[config.mk]
export PLATFORM = sky130hd
export DESIGN_NAME = mem_wb_writeback
export DESIGN_NICKNAME = d
export VERILOG_FILES = /design/src/rtl/mem_wb_writeback.sv
export SDC_FILE = /design/constraint.sdc
export NUM_CORES = 1
export LEC_CHECK = 0
export BUFFER_PORTS_ARGS = -buffer_cell sky130_fd_sc_hd__buf_2
export CELL_PAD_IN_SITES_DETAIL_PLACEMENT = 2
export CELL_PAD_IN_SITES_GLOBAL_PLACEMENT = 2
export CORE_ASPECT_RATIO = 0.5
export CORE_MARGIN = 3
export CORE_UTILIZATION = 24
export CTS_CLUSTER_DIAMETER = 30
export DETAILED_ROUTE_END_ITERATION = 8
export HOLD_SLACK_MARGIN = 0.1
export PLACE_DENSITY = 0.89
export SLEW_MARGIN = 20
export SYNTH_ARGS = -nofsm -noshare
export SYNTH_HDL_FRONTEND = slang
export SYNTH_SLANG_ARGS = --single-unit
[constraint.sdc]
create_clock -name clk -period 3.4 [get_ports clk]
set_clock_uncertainty 0.1 [all_clocks]
set_input_delay 0.17 -clock clk [delete_from_list [all_inputs] [get_ports clk]]
set_output_delay 0.17 -clock clk [all_outputs]
set_load 0.01 [all_outputs]
[src/rtl/mem_wb_writeback.sv]
// MEM/WB pipeline register and writeback stage: formats load data, drives the regfile write port, counts retirements.
// Optional HI/LO register pair is built only when MEM_WB_HILO_EN is defined.
module mem_wb_writeback #(
    parameter int DATA_W = 32,
    parameter int REG_AW = 5,
    parameter int CNT_W  = 32
) (
    input  logic              clk,
    input  logic              rst,
    input  logic              stall,
    input  logic              flush,
    input  logic              mem_valid,
    input  logic              mem_w_ena,
    input  logic [REG_AW-1:0] mem_w_addr,
    input  logic [DATA_W-1:0] mem_w_data,
    input  logic              mem_load,
    input  logic [2:0]        mem_load_type,
    input  logic [1:0]        mem_addr_lo,
    input  logic [DATA_W-1:0] mem_rdata,
    input  logic              mem_hi_ena,
    input  logic              mem_lo_ena,
    input  logic [DATA_W-1:0] mem_hi_data,
    input  logic [DATA_W-1:0] mem_lo_data,
    output logic              w_ena,
    output logic [REG_AW-1:0] w_addr,
    output logic [DATA_W-1:0] w_data,
    output logic              wb_valid,
    output logic              misalign_err,
    output logic [CNT_W-1:0]  ret_cnt,
    output logic [DATA_W-1:0] hi_out,
    output logic [DATA_W-1:0] lo_out
);

    localparam logic [2:0] LT_LB  = 3'd0;
    localparam logic [2:0] LT_LBU = 3'd1;
    localparam logic [2:0] LT_LH  = 3'd2;
    localparam logic [2:0] LT_LHU = 3'd3;

    // Big-endian lane select; unknown load types behave as LW.
    function automatic logic [DATA_W-1:0] fmt_load(input logic [DATA_W-1:0] rd,
                                                   input logic [2:0] lt,
                                                   input logic [1:0] lo);
        logic [7:0]  b;
        logic [15:0] h;
        case (lo)
            2'd0:    b = rd[DATA_W-1  -: 8];
            2'd1:    b = rd[DATA_W-9  -: 8];
            2'd2:    b = rd[DATA_W-17 -: 8];
            default: b = rd[DATA_W-25 -: 8];
        endcase
        h = lo[1] ? rd[DATA_W-17 -: 16] : rd[DATA_W-1 -: 16];
        case (lt)
            LT_LB:   fmt_load = {{(DATA_W-8){b[7]}}, b};
            LT_LBU:  fmt_load = {{(DATA_W-8){1'b0}}, b};
            LT_LH:   fmt_load = {{(DATA_W-16){h[15]}}, h};
            LT_LHU:  fmt_load = {{(DATA_W-16){1'b0}}, h};
            default: fmt_load = rd;
        endcase
    endfunction

    function automatic logic is_misaligned(input logic [2:0] lt, input logic [1:0] lo);
        case (lt)
            LT_LB, LT_LBU: is_misaligned = 1'b0;
            LT_LH, LT_LHU: is_misaligned = lo[0];
            default:       is_misaligned = (lo != 2'd0);
        endcase
    endfunction

    logic              valid_q, valid_d;
    logic              we_q, we_d;
    logic [REG_AW-1:0] addr_q, addr_d;
    logic [DATA_W-1:0] data_q, data_d;
    logic              mis_q, mis_d;
    logic [CNT_W-1:0]  cnt_q, cnt_d;

    logic              mis_c;
    logic              we_c;
    logic [DATA_W-1:0] data_c;

    always_comb begin
        mis_c  = mem_valid & mem_load & is_misaligned(mem_load_type, mem_addr_lo);
        we_c   = mem_valid & mem_w_ena & (mem_w_addr != '0) & ~mis_c;
        data_c = mem_load ? fmt_load(mem_rdata, mem_load_type, mem_addr_lo) : mem_w_data;
    end

    // Flush beats stall; a stalled slot holds but never repeats its misalign pulse.
    always_comb begin
        valid_d = valid_q;
        we_d    = we_q;
        addr_d  = addr_q;
        data_d  = data_q;
        mis_d   = 1'b0;
        cnt_d   = cnt_q;
        if (flush) begin
            valid_d = 1'b0;
            we_d    = 1'b0;
            addr_d  = '0;
            data_d  = '0;
        end else if (!stall) begin
            valid_d = mem_valid;
            we_d    = we_c;
            addr_d  = we_c ? mem_w_addr : '0;
            data_d  = we_c ? data_c : '0;
            mis_d   = mis_c;
            cnt_d   = cnt_q + {{(CNT_W-1){1'b0}}, mem_valid};
        end
    end

    always_ff @(posedge clk or negedge rst) begin
        if (!rst) begin
            valid_q <= 1'b0;
            we_q    <= 1'b0;
            addr_q  <= '0;
            data_q  <= '0;
            mis_q   <= 1'b0;
            cnt_q   <= '0;
        end else begin
            valid_q <= valid_d;
            we_q    <= we_d;
            addr_q  <= addr_d;
            data_q  <= data_d;
            mis_q   <= mis_d;
            cnt_q   <= cnt_d;
        end
    end

    assign w_ena        = we_q;
    assign w_addr       = addr_q;
    assign w_data       = data_q;
    assign wb_valid     = valid_q;
    assign misalign_err = mis_q;
    assign ret_cnt      = cnt_q;

`ifdef MEM_WB_HILO_EN
    logic              hi_en_q, hi_en_d, lo_en_q, lo_en_d;
    logic [DATA_W-1:0] hi_pend_q, hi_pend_d, lo_pend_q, lo_pend_d;
    logic [DATA_W-1:0] hi_q, hi_d, lo_q, lo_d;

    // Pending slot commits only when it is allowed to advance; flush discards it.
    always_comb begin
        hi_en_d   = hi_en_q;
        lo_en_d   = lo_en_q;
        hi_pend_d = hi_pend_q;
        lo_pend_d = lo_pend_q;
        hi_d      = hi_q;
        lo_d      = lo_q;
        if (valid_q && !stall && !flush) begin
            if (hi_en_q) hi_d = hi_pend_q;
            if (lo_en_q) lo_d = lo_pend_q;
        end
        if (flush) begin
            hi_en_d = 1'b0;
            lo_en_d = 1'b0;
        end else if (!stall) begin
            hi_en_d   = mem_valid & mem_hi_ena;
            lo_en_d   = mem_valid & mem_lo_ena;
            hi_pend_d = mem_hi_data;
            lo_pend_d = mem_lo_data;
        end
    end

    always_ff @(posedge clk or negedge rst) begin
        if (!rst) begin
            hi_en_q   <= 1'b0;
            lo_en_q   <= 1'b0;
            hi_pend_q <= '0;
            lo_pend_q <= '0;
            hi_q      <= '0;
            lo_q      <= '0;
        end else begin
            hi_en_q   <= hi_en_d;
            lo_en_q   <= lo_en_d;
            hi_pend_q <= hi_pend_d;
            lo_pend_q <= lo_pend_d;
            hi_q      <= hi_d;
            lo_q      <= lo_d;
        end
    end

    assign hi_out = (valid_q && hi_en_q) ? hi_pend_q : hi_q;
    assign lo_out = (valid_q && lo_en_q) ? lo_pend_q : lo_q;
`else
    logic unused_hilo;
    assign unused_hilo = ^{mem_hi_ena, mem_lo_ena, mem_hi_data, mem_lo_data};
    assign hi_out = '0;
    assign lo_out = '0;
`endif

endmodule

==> impl_metrics.prom, run 1 <==
# TYPE chip_impl_metric gauge
chip_impl_info{name="run_status",value="finished clean"} 1
chip_impl_metric{name="area.growth.synth_to_final",unit="%"} 34.1
chip_impl_metric{name="wl_per_cell",unit="um"} 20.7
chip_impl_metric{name="num_vias",unit=""} 4053
chip_impl_metric{name="cts.reportedPaths.clkPinSlew",unit="ps"} 70
chip_impl_metric{name="maxClockFrequency",unit="MHz"} 436
chip_impl_metric{name="drt_iter0_drc",unit=""} 159
chip_impl_metric{name="initial_utilization",unit="%"} 25.1
chip_impl_metric{name="post-route-period-util",unit="%"} 67.5
chip_impl_info{name="top_count_cell_post_synth",value="sky130_fd_sc_hd__dfrtp_1"} 1
chip_impl_metric{name="cap_violations",unit=""} 0
chip_impl_metric{name="floorplan.die.width",unit="um"} 193
chip_impl_metric{name="ys_warn_count",unit=""} 0
chip_impl_metric{name="grt_start_max_net_pins",unit=""} 73
chip_impl_metric{name="asyncSetResetFlopFracSynth",unit="%"} 100
chip_impl_metric{name="netlist-cell-type-count",unit=""} 48
chip_impl_metric{name="number_of_antenna_violations_at_the_first_check_in_global_routing",unit=""} 8
chip_impl_metric{name="synth-adder-area-share",unit="%"} 0.597
chip_impl_metric{name="arrival",unit="ps"} 2400
chip_impl_info{name="min-delay-path-class",value="in2reg"} 1
chip_impl_metric{name="synth_area_in_simple_gates",unit="%"} 15.7
chip_impl_metric{name="synth_sequential_area_ratio",unit="%"} 43.0
chip_impl_metric{name="hpwlAfterDp",unit="um"} 11900
chip_impl_metric{name="power.density_cell_area",unit="nW/um^2"} 399
chip_impl_metric{name="cts-htree-levels",unit=""} 3
chip_impl_info{name="ys_top_cells_by_count",value="sky130_fd_sc_hd__dfrtp_1, sky130_fd_sc_hd__buf_4, sky130_fd_sc_hd__nand2_1"} 1
chip_impl_metric{name="placed_area",unit="um^2"} 4900
chip_impl_metric{name="grtUsageTotal",unit="%"} 17.9
chip_impl_metric{name="final_layout_size_suffix_gt1_share",unit="%"} 28.9
chip_impl_metric{name="place_ws",unit="ps"} 1260
chip_impl_metric{name="avgSynthCellArea",unit="um^2"} 9.57
chip_impl_metric{name="worstPathRequired",unit="ps"} 3500
chip_impl_metric{name="pin_count",unit=""} 283
chip_impl_metric{name="peakVddDrop",unit="uV"} 210
chip_impl_metric{name="grt_first_pass_wirelength",unit="um"} 26100
chip_impl_metric{name="row_count",unit=""} 33
chip_impl_metric{name="reg2reg_slack",unit="ps"} 1310
chip_impl_metric{name="io_buffers",unit=""} 152
chip_impl_info{name="synth_top_flop_cell",value="sky130_fd_sc_hd__dfrtp_1"} 1
chip_impl_metric{name="worst_pin_slew",unit="ps"} 1010
chip_impl_metric{name="fin_crit",unit="ps"} 2300
chip_impl_metric{name="synth-seq-cells",unit=""} 72
chip_impl_metric{name="drt-vias-per-instance",unit=""} 4.75
chip_impl_metric{name="drtAntennaViolNets",unit=""} 0
chip_impl_metric{name="setup-tns-final",unit="ps"} 0
chip_impl_metric{name="fin_ws",unit="ps"} 1100
chip_impl_metric{name="final_max_slew_viol_count",unit=""} 0
chip_impl_metric{name="synth_compound_area_share",unit="%"} 17.9
chip_impl_metric{name="ctsResizeCount",unit=""} 0
chip_impl_metric{name="nets",unit=""} 767
chip_impl_info{name="worst-setup-path-type",value="in2reg"} 1
chip_impl_metric{name="xor_xnor_fraction_of_synth_area",unit="%"} 6.27
chip_impl_metric{name="die-height",unit="um"} 99.4
chip_impl_metric{name="synth.mux.area_fraction",unit="%"} 1.82
chip_impl_metric{name="highest_net_fanout_along_the_worst_path",unit=""} 37
chip_impl_metric{name="relSlewSlack",unit="%"} 32.4
chip_impl_metric{name="drt_pass1_iterations",unit=""} 4
chip_impl_metric{name="routabilityCongestion",unit=""} 0.765
chip_impl_info{name="synth_top_family_by_area",value="compound AO/OA/AOI/OAI gates"} 1
chip_impl_info{name="synth_top_cells_by_area",value="sky130_fd_sc_hd__dfrtp_1, sky130_fd_sc_hd__buf_4, sky130_fd_sc_hd__xnor2_1"} 1
chip_impl_info{name="cts_tree",value="done"} 1
chip_impl_metric{name="layout.cell_area.non_filler",unit="um^2"} 5620
chip_impl_metric{name="filler_cell_count",unit=""} 1900
chip_impl_metric{name="tritoncts.num_buffers",unit=""} 9
chip_impl_metric{name="max-clock-path-buffers",unit=""} 2
chip_impl_metric{name="yosys.area.top_type_share",unit="%"} 43.0
chip_impl_info{name="cp-start-kind",value="primary input"} 1
chip_impl_metric{name="routed_wl",unit="um"} 17700
chip_impl_metric{name="synthesis.instances",unit=""} 438
chip_impl_info{name="most_area_hungry_cell_type_in_the_yosys_netlist",value="sky130_fd_sc_hd__dfrtp_1"} 1
chip_impl_metric{name="cts.sink_count",unit=""} 72
chip_impl_metric{name="timing.final.setup_violations",unit=""} 0
chip_impl_metric{name="final_core_util",unit="%"} 33.6
chip_impl_metric{name="coreArea",unit="um^2"} 16700
chip_impl_metric{name="design.die.area",unit="um^2"} 19200
chip_impl_metric{name="synth-edff-count",unit=""} 0
chip_impl_metric{name="synthesis.area",unit="um^2"} 4190
chip_impl_metric{name="remaining_drc_errors",unit=""} 0
chip_impl_metric{name="grt_pass1_vias",unit=""} 4537
chip_impl_info{name="worstSetupEndpointType",value="register"} 1
chip_impl_metric{name="hold_viol",unit=""} 0
chip_impl_info{name="setup_repair_after_global_routing_missed_its_margin",value="no"} 1
chip_impl_metric{name="totalPowerFinal",unit="mW"} 2.24
chip_impl_metric{name="clock_latency",unit="ps"} 340
chip_impl_metric{name="globalRouteOverflowTotal",unit=""} 0
chip_impl_info{name="clock_tree.root_cell",value="sky130_fd_sc_hd__clkbuf_16"} 1
chip_impl_metric{name="total_leakage_power",unit="nW"} 2.79
through the flow:
stage	instances	hold slack, ps
global placement	791	276
CTS	848	100
detailed placement	791	296
floorplan	501	-226
finish	854	107
global route	854	121
metal layers:
metal | vias up | global-route usage (%) | wire length (um)
li1 | 1804 | - | -
met1 | 2047 | 18.4 | 6520
met2 | 146 | 33.9 | 9550
met3 | 50 | 4.68 | 873
met4 | 6 | 8.83 | 687
met5 | - | 0 | 39
cell families after synthesis:
kind of cell	count (synthesis)
AOI/OAI and AO/OA	106
xor gates and xnor gates	30
adders and majority gates	2
buffers and inverters	95
DFF	72
muxes	6
other	1
and+or+nand+nor	126
critical path: stages:
cell and delay (ps):
sky130_fd_sc_hd__buf_2 600, sky130_fd_sc_hd__nand2_1 450, sky130_fd_sc_hd__buf_4 340, sky130_fd_sc_hd__o22ai_1 140
sky130_fd_sc_hd__dlygate4sd3_1 590, sky130_fd_sc_hd__o21ai_0 100
registers in the layout, summed over array words and instances, names as in the netlist:
name	cells
misalign_err	1
w_data	32
w_addr	5
ret_cnt	32
w_ena	1
wb_valid	1
final timing paths:
| path | start | to | depth (start not counted) |
|---|---|---|---|
| setup / recovery | mem_load | w_data[20]$_DFFE_PN0P_ | 6 |
| min in group asynchronous | rst | ret_cnt[29]$_DFFE_PN0P_ | 2 |
| max in group asynchronous | rst | w_data[8]$_DFFE_PN0P_ | 2 |
| hold / removal | mem_rdata[22] | w_data[22]$_DFFE_PN0P_ | 3 |
| setup reg to reg | ret_cnt[8]$_DFFE_PN0P_ | ret_cnt[24]$_DFFE_PN0P_ | 4 |
| hold reg to reg | ret_cnt[31]$_DFFE_PN0P_ | ret_cnt[31]$_DFFE_PN0P_ | 1 |
power breakdown:
| part | internal [mW] | switching, mW | leakage, nW |
|---|---|---|---|
| combinational | 0.172 | 0.241 | 1.67 |
| sequential | 0.896 | 0.0405 | 0.992 |
| clock | 0.509 | 0.386 | 0.130 |
cells in the final DEF (no fill, tap or decap), types with 3 or more instances in the layout:
master	instances
sky130_fd_sc_hd__a211oi_1	7
sky130_fd_sc_hd__clkbuf_16	9
sky130_fd_sc_hd__nor3_1	3
sky130_fd_sc_hd__o21a_1	7
sky130_fd_sc_hd__buf_4	4
sky130_fd_sc_hd__conb_1	64
sky130_fd_sc_hd__buf_2	151
sky130_fd_sc_hd__mux2_2	3
sky130_fd_sc_hd__and4_1	6
sky130_fd_sc_hd__nand3_1	11
sky130_fd_sc_hd__a221oi_1	7
sky130_fd_sc_hd__xnor2_1	28
sky130_fd_sc_hd__a32o_1	8
sky130_fd_sc_hd__dlygate4sd3_1	43
sky130_fd_sc_hd__and3_1	6
sky130_fd_sc_hd__nand4_1	14
sky130_fd_sc_hd__diode_2	5
sky130_fd_sc_hd__o31ai_1	7
sky130_fd_sc_hd__a22o_1	13
sky130_fd_sc_hd__nor3b_1	6
sky130_fd_sc_hd__o21ai_0	23
sky130_fd_sc_hd__a21oi_1	8
sky130_fd_sc_hd__o22ai_1	16
sky130_fd_sc_hd__inv_1	3
sky130_fd_sc_hd__nor2_1	27
sky130_fd_sc_hd__and2_1	6
sky130_fd_sc_hd__nand2_1	36
sky130_fd_sc_hd__dfrtp_1	72
area by class of cell:
class                           instances  area [um^2]  share of cell area [%]
Antenna cell                            5         12.5                   0.223
Sequential cell                        72         1800                    32.1
Tap cell                              227          284                    5.05
Timing Repair Buffer                  198         1220                    21.6
Clock buffer                           10          239                    4.25
Clock inverter                          5         33.8                   0.601
Inverter                                3         11.3                   0.200
Multi-Input combinational cell        334         2020                    36.0
what timing repair did:
action | 4_1_cts | 5_1_grt
hold endpoints to repair | 102 | 1
hold buffers | 42 | 1
endpoints found under the setup margin | 0 | 0
setup buffers | 0 | 0
No activity file was read; power rests on OpenSTA's default activity.
==> run 2, diff against run 1 <==
CORE_UTILIZATION = 20   (was 24)
PLACE_DENSITY = 0.8   (was 0.89)
clock period = 1.9 ns   (was 3.4 ns; I/O delays follow)
==> impl_metrics.prom, run 2 (synthesized netlist as in run 1, its figures left out) <==
# TYPE chip_impl_metric gauge
chip_impl_metric{name="routabilityCongestion",unit=""} 0.807
chip_impl_metric{name="remaining_drc_errors",unit=""} 0
chip_impl_metric{name="design.die.area",unit="um^2"} 22800
chip_impl_metric{name="finish.cell_count_without_fillers",unit=""} 930
chip_impl_metric{name="grt_first_pass_wirelength",unit="um"} 27100
chip_impl_metric{name="relSlewSlack",unit="%"} 50.2
chip_impl_info{name="cp-start-kind",value="primary input"} 1
chip_impl_metric{name="grt_start_max_net_pins",unit=""} 43
chip_impl_metric{name="detail_route_met2_wl",unit="um"} 9940
chip_impl_info{name="layout.cells.most_common_list",value="sky130_fd_sc_hd__buf_2, sky130_fd_sc_hd__dfrtp_1, sky130_fd_sc_hd__dlygate4sd3_1"} 1
chip_impl_info{name="most_common_library_cell_in_the_layout_ignoring_fill_and_taps",value="sky130_fd_sc_hd__buf_2"} 1
chip_impl_metric{name="coreArea",unit="um^2"} 20000
chip_impl_metric{name="tritoncts.num_buffers",unit=""} 9
chip_impl_info{name="top_layer",value="met5"} 1
chip_impl_metric{name="final_layout_size_suffix_gt1_share",unit="%"} 29.9
chip_impl_info{name="cts_tree",value="done"} 1
chip_impl_metric{name="globalRouteOverflowTotal",unit=""} 0
chip_impl_metric{name="num_vias",unit=""} 4170
chip_impl_metric{name="power.sequential.fraction",unit="%"} 37.5
chip_impl_metric{name="wl_per_cell",unit="um"} 19.4
chip_impl_metric{name="met1Wirelength",unit="um"} 6870
chip_impl_info{name="worst-setup-path-type",value="in2reg"} 1
chip_impl_info{name="setup_repair_after_global_routing_missed_its_margin",value="no"} 1
chip_impl_metric{name="row_count",unit=""} 36
chip_impl_metric{name="drt_iter0_drc",unit=""} 224
chip_impl_metric{name="grtUsageTotal",unit="%"} 15.2
chip_impl_metric{name="pwr-share-clk",unit="%"} 43.8
chip_impl_metric{name="highest_net_fanout_along_the_worst_path",unit=""} 14
chip_impl_metric{name="power.density_cell_area",unit="nW/um^2"} 731
chip_impl_metric{name="worst_pin_slew",unit="ps"} 744
chip_impl_metric{name="cap_violations",unit=""} 0
chip_impl_metric{name="pin_count",unit=""} 283
chip_impl_metric{name="placed_cells_incl_taps",unit=""} 843
chip_impl_metric{name="hold_viol",unit=""} 0
chip_impl_metric{name="routed_wl",unit="um"} 18100
chip_impl_metric{name="area.growth.synth_to_final",unit="%"} 45.6
chip_impl_metric{name="cts.reportedPaths.clkPinSlew",unit="ps"} 60
chip_impl_metric{name="placed_area",unit="um^2"} 5070
chip_impl_metric{name="worstPathRequired",unit="ps"} 2020
chip_impl_metric{name="cts.sink_count",unit=""} 72
chip_impl_metric{name="initial_utilization",unit="%"} 21.0
chip_impl_metric{name="drt-vias-per-instance",unit=""} 4.48
chip_impl_metric{name="cell_internal_pwr",unit="mW"} 3.24
chip_impl_metric{name="layout.cell_area.non_filler",unit="um^2"} 6100
chip_impl_metric{name="wl_met3",unit="um"} 838
chip_impl_metric{name="drtAntennaViolNets",unit=""} 0
chip_impl_metric{name="comb_power_share",unit="%"} 18.7
chip_impl_metric{name="arrival",unit="ps"} 1950
chip_impl_metric{name="drt_pass1_iterations",unit=""} 4
chip_impl_metric{name="timing.final.setup_violations",unit=""} 0
chip_impl_info{name="run_status",value="finished clean"} 1
chip_impl_metric{name="max-clock-path-buffers",unit=""} 2
chip_impl_metric{name="final_max_slew_viol_count",unit=""} 0
chip_impl_metric{name="p_sw_share",unit="%"} 27.3
chip_impl_metric{name="clock_latency",unit="ps"} 330
chip_impl_metric{name="fin_crit",unit="ps"} 1830
chip_impl_metric{name="total_leakage_power",unit="nW"} 3.00
chip_impl_metric{name="nets",unit=""} 802
chip_impl_metric{name="total_switching_power",unit="mW"} 1.22
chip_impl_info{name="clock_tree.root_cell",value="sky130_fd_sc_hd__clkbuf_16"} 1
chip_impl_metric{name="totalPowerFinal",unit="mW"} 4.46
chip_impl_metric{name="post-route-period-util",unit="%"} 96.3
chip_impl_metric{name="io_buffers",unit=""} 152
chip_impl_metric{name="peakVddDrop",unit="uV"} 378
chip_impl_metric{name="cts-htree-levels",unit=""} 3
chip_impl_info{name="min-delay-path-class",value="in2reg"} 1
chip_impl_metric{name="number_of_antenna_violations_at_the_first_check_in_global_routing",unit=""} 6
chip_impl_metric{name="filler_cell_count",unit=""} 2266
chip_impl_metric{name="setup-tns-final",unit="ps"} 0
chip_impl_metric{name="hpwlAfterDp",unit="um"} 11800
chip_impl_info{name="worstSetupEndpointType",value="register"} 1
chip_impl_metric{name="die-height",unit="um"} 108
chip_impl_metric{name="grt_pass1_vias",unit=""} 4648
chip_impl_metric{name="maxClockFrequency",unit="MHz"} 546
chip_impl_metric{name="floorplan.die.width",unit="um"} 211
[run 2: cell count changes in the layout (fill, tap and decap cells not counted), moves of 2 or more]
cell	delta
sky130_fd_sc_hd__buf_12	+2
sky130_fd_sc_hd__buf_4	+10
sky130_fd_sc_hd__bufinv_16	+2
sky130_fd_sc_hd__clkbuf_8	+2
sky130_fd_sc_hd__clkinv_2	-2
sky130_fd_sc_hd__dlygate4sd3_1	+22
[run 2: metrics by stage]
| step | util (%) | hold WS (ps) | setup slack [ps] |
|---|---|---|---|
| 6_report | 30.5 | 108 | 69.5 |
| 5_1_grt | 30.5 | 110 | 5.09 |
| 4_1_cts | 30.3 | 102 | 52.7 |
| 3_5_place_dp | 25.4 | -31.8 | 52.3 |
| 3_3_place_gp | 25.4 | -38.1 | 115 |
| 2_1_floorplan | - | -301 | 171 |
[run 2: cell type report]
| class | count | area [um^2] | share of cell area [%] |
|---|---|---|---|
| diodes | 6 | 15.0 | 0.246 |
| clock buffers | 12 | 267 | 4.37 |
| clock inverters | 4 | 75.1 | 1.23 |
| inverters | 3 | 11.3 | 0.185 |
| multi-input cells | 334 | 2030 | 33.3 |
| flip-flops and latches | 72 | 1800 | 29.5 |
| well taps | 266 | 333 | 5.45 |
| repair buffers | 233 | 1570 | 25.7 |
[run 2: final timing paths]
path | slack (ps) | depth (start not counted) | start | to
max | 70 | 6 | mem_w_addr[3] | w_data[2]$_DFFE_PN0P_
min | 110 | 3 | mem_load | w_data[9]$_DFFE_PN0P_
max reg2reg | 140 | 7 | ret_cnt[0]$_DFFE_PN0P_ | ret_cnt[14]$_DFFE_PN0P_
min reg2reg | 390 | 1 | ret_cnt[31]$_DFFE_PN0P_ | ret_cnt[31]$_DFFE_PN0P_
max in group asynchronous | 940 | 3 | rst | w_data[23]$_DFFE_PN0P_
min in group asynchronous | 160 | 2 | rst | ret_cnt[2]$_DFFE_PN0P_
[run 2: what timing repair did]
action	4_1_cts	5_1_grt
endpoints found under the setup margin	0	22
hold buffers	64	1
setup buffers	0	0
gates resized for setup	0	6
endpoints found under the hold margin	110	1
[run 2: metal layers]
layer / vias up / global-route usage, %
li1: 1877 / -
met1: 2134 / 16.6
met2: 126 / 29.1
met3: 31 / 3.54
met4: 2 / 5.63
met5: - / 0
[run 2: power by group through the flow]
stage	registers, mW	logic [mW]	clock network [mW]
detailed placement	1.70	0.658	0
floorplan	1.72	0.402	0
CTS	1.67	0.795	2.00
global route	1.68	0.909	2.06
global placement	1.69	0.643	0
finish	1.67	0.833	1.96
[run 2: critical path, stage by stage]
cell and delay (ps):
sky130_fd_sc_hd__dlygate4sd3_1 550, sky130_fd_sc_hd__buf_2 130, sky130_fd_sc_hd__or4_1 420, sky130_fd_sc_hd__o2111a_2 310
sky130_fd_sc_hd__nor2b_4 200, sky130_fd_sc_hd__a32o_1 240
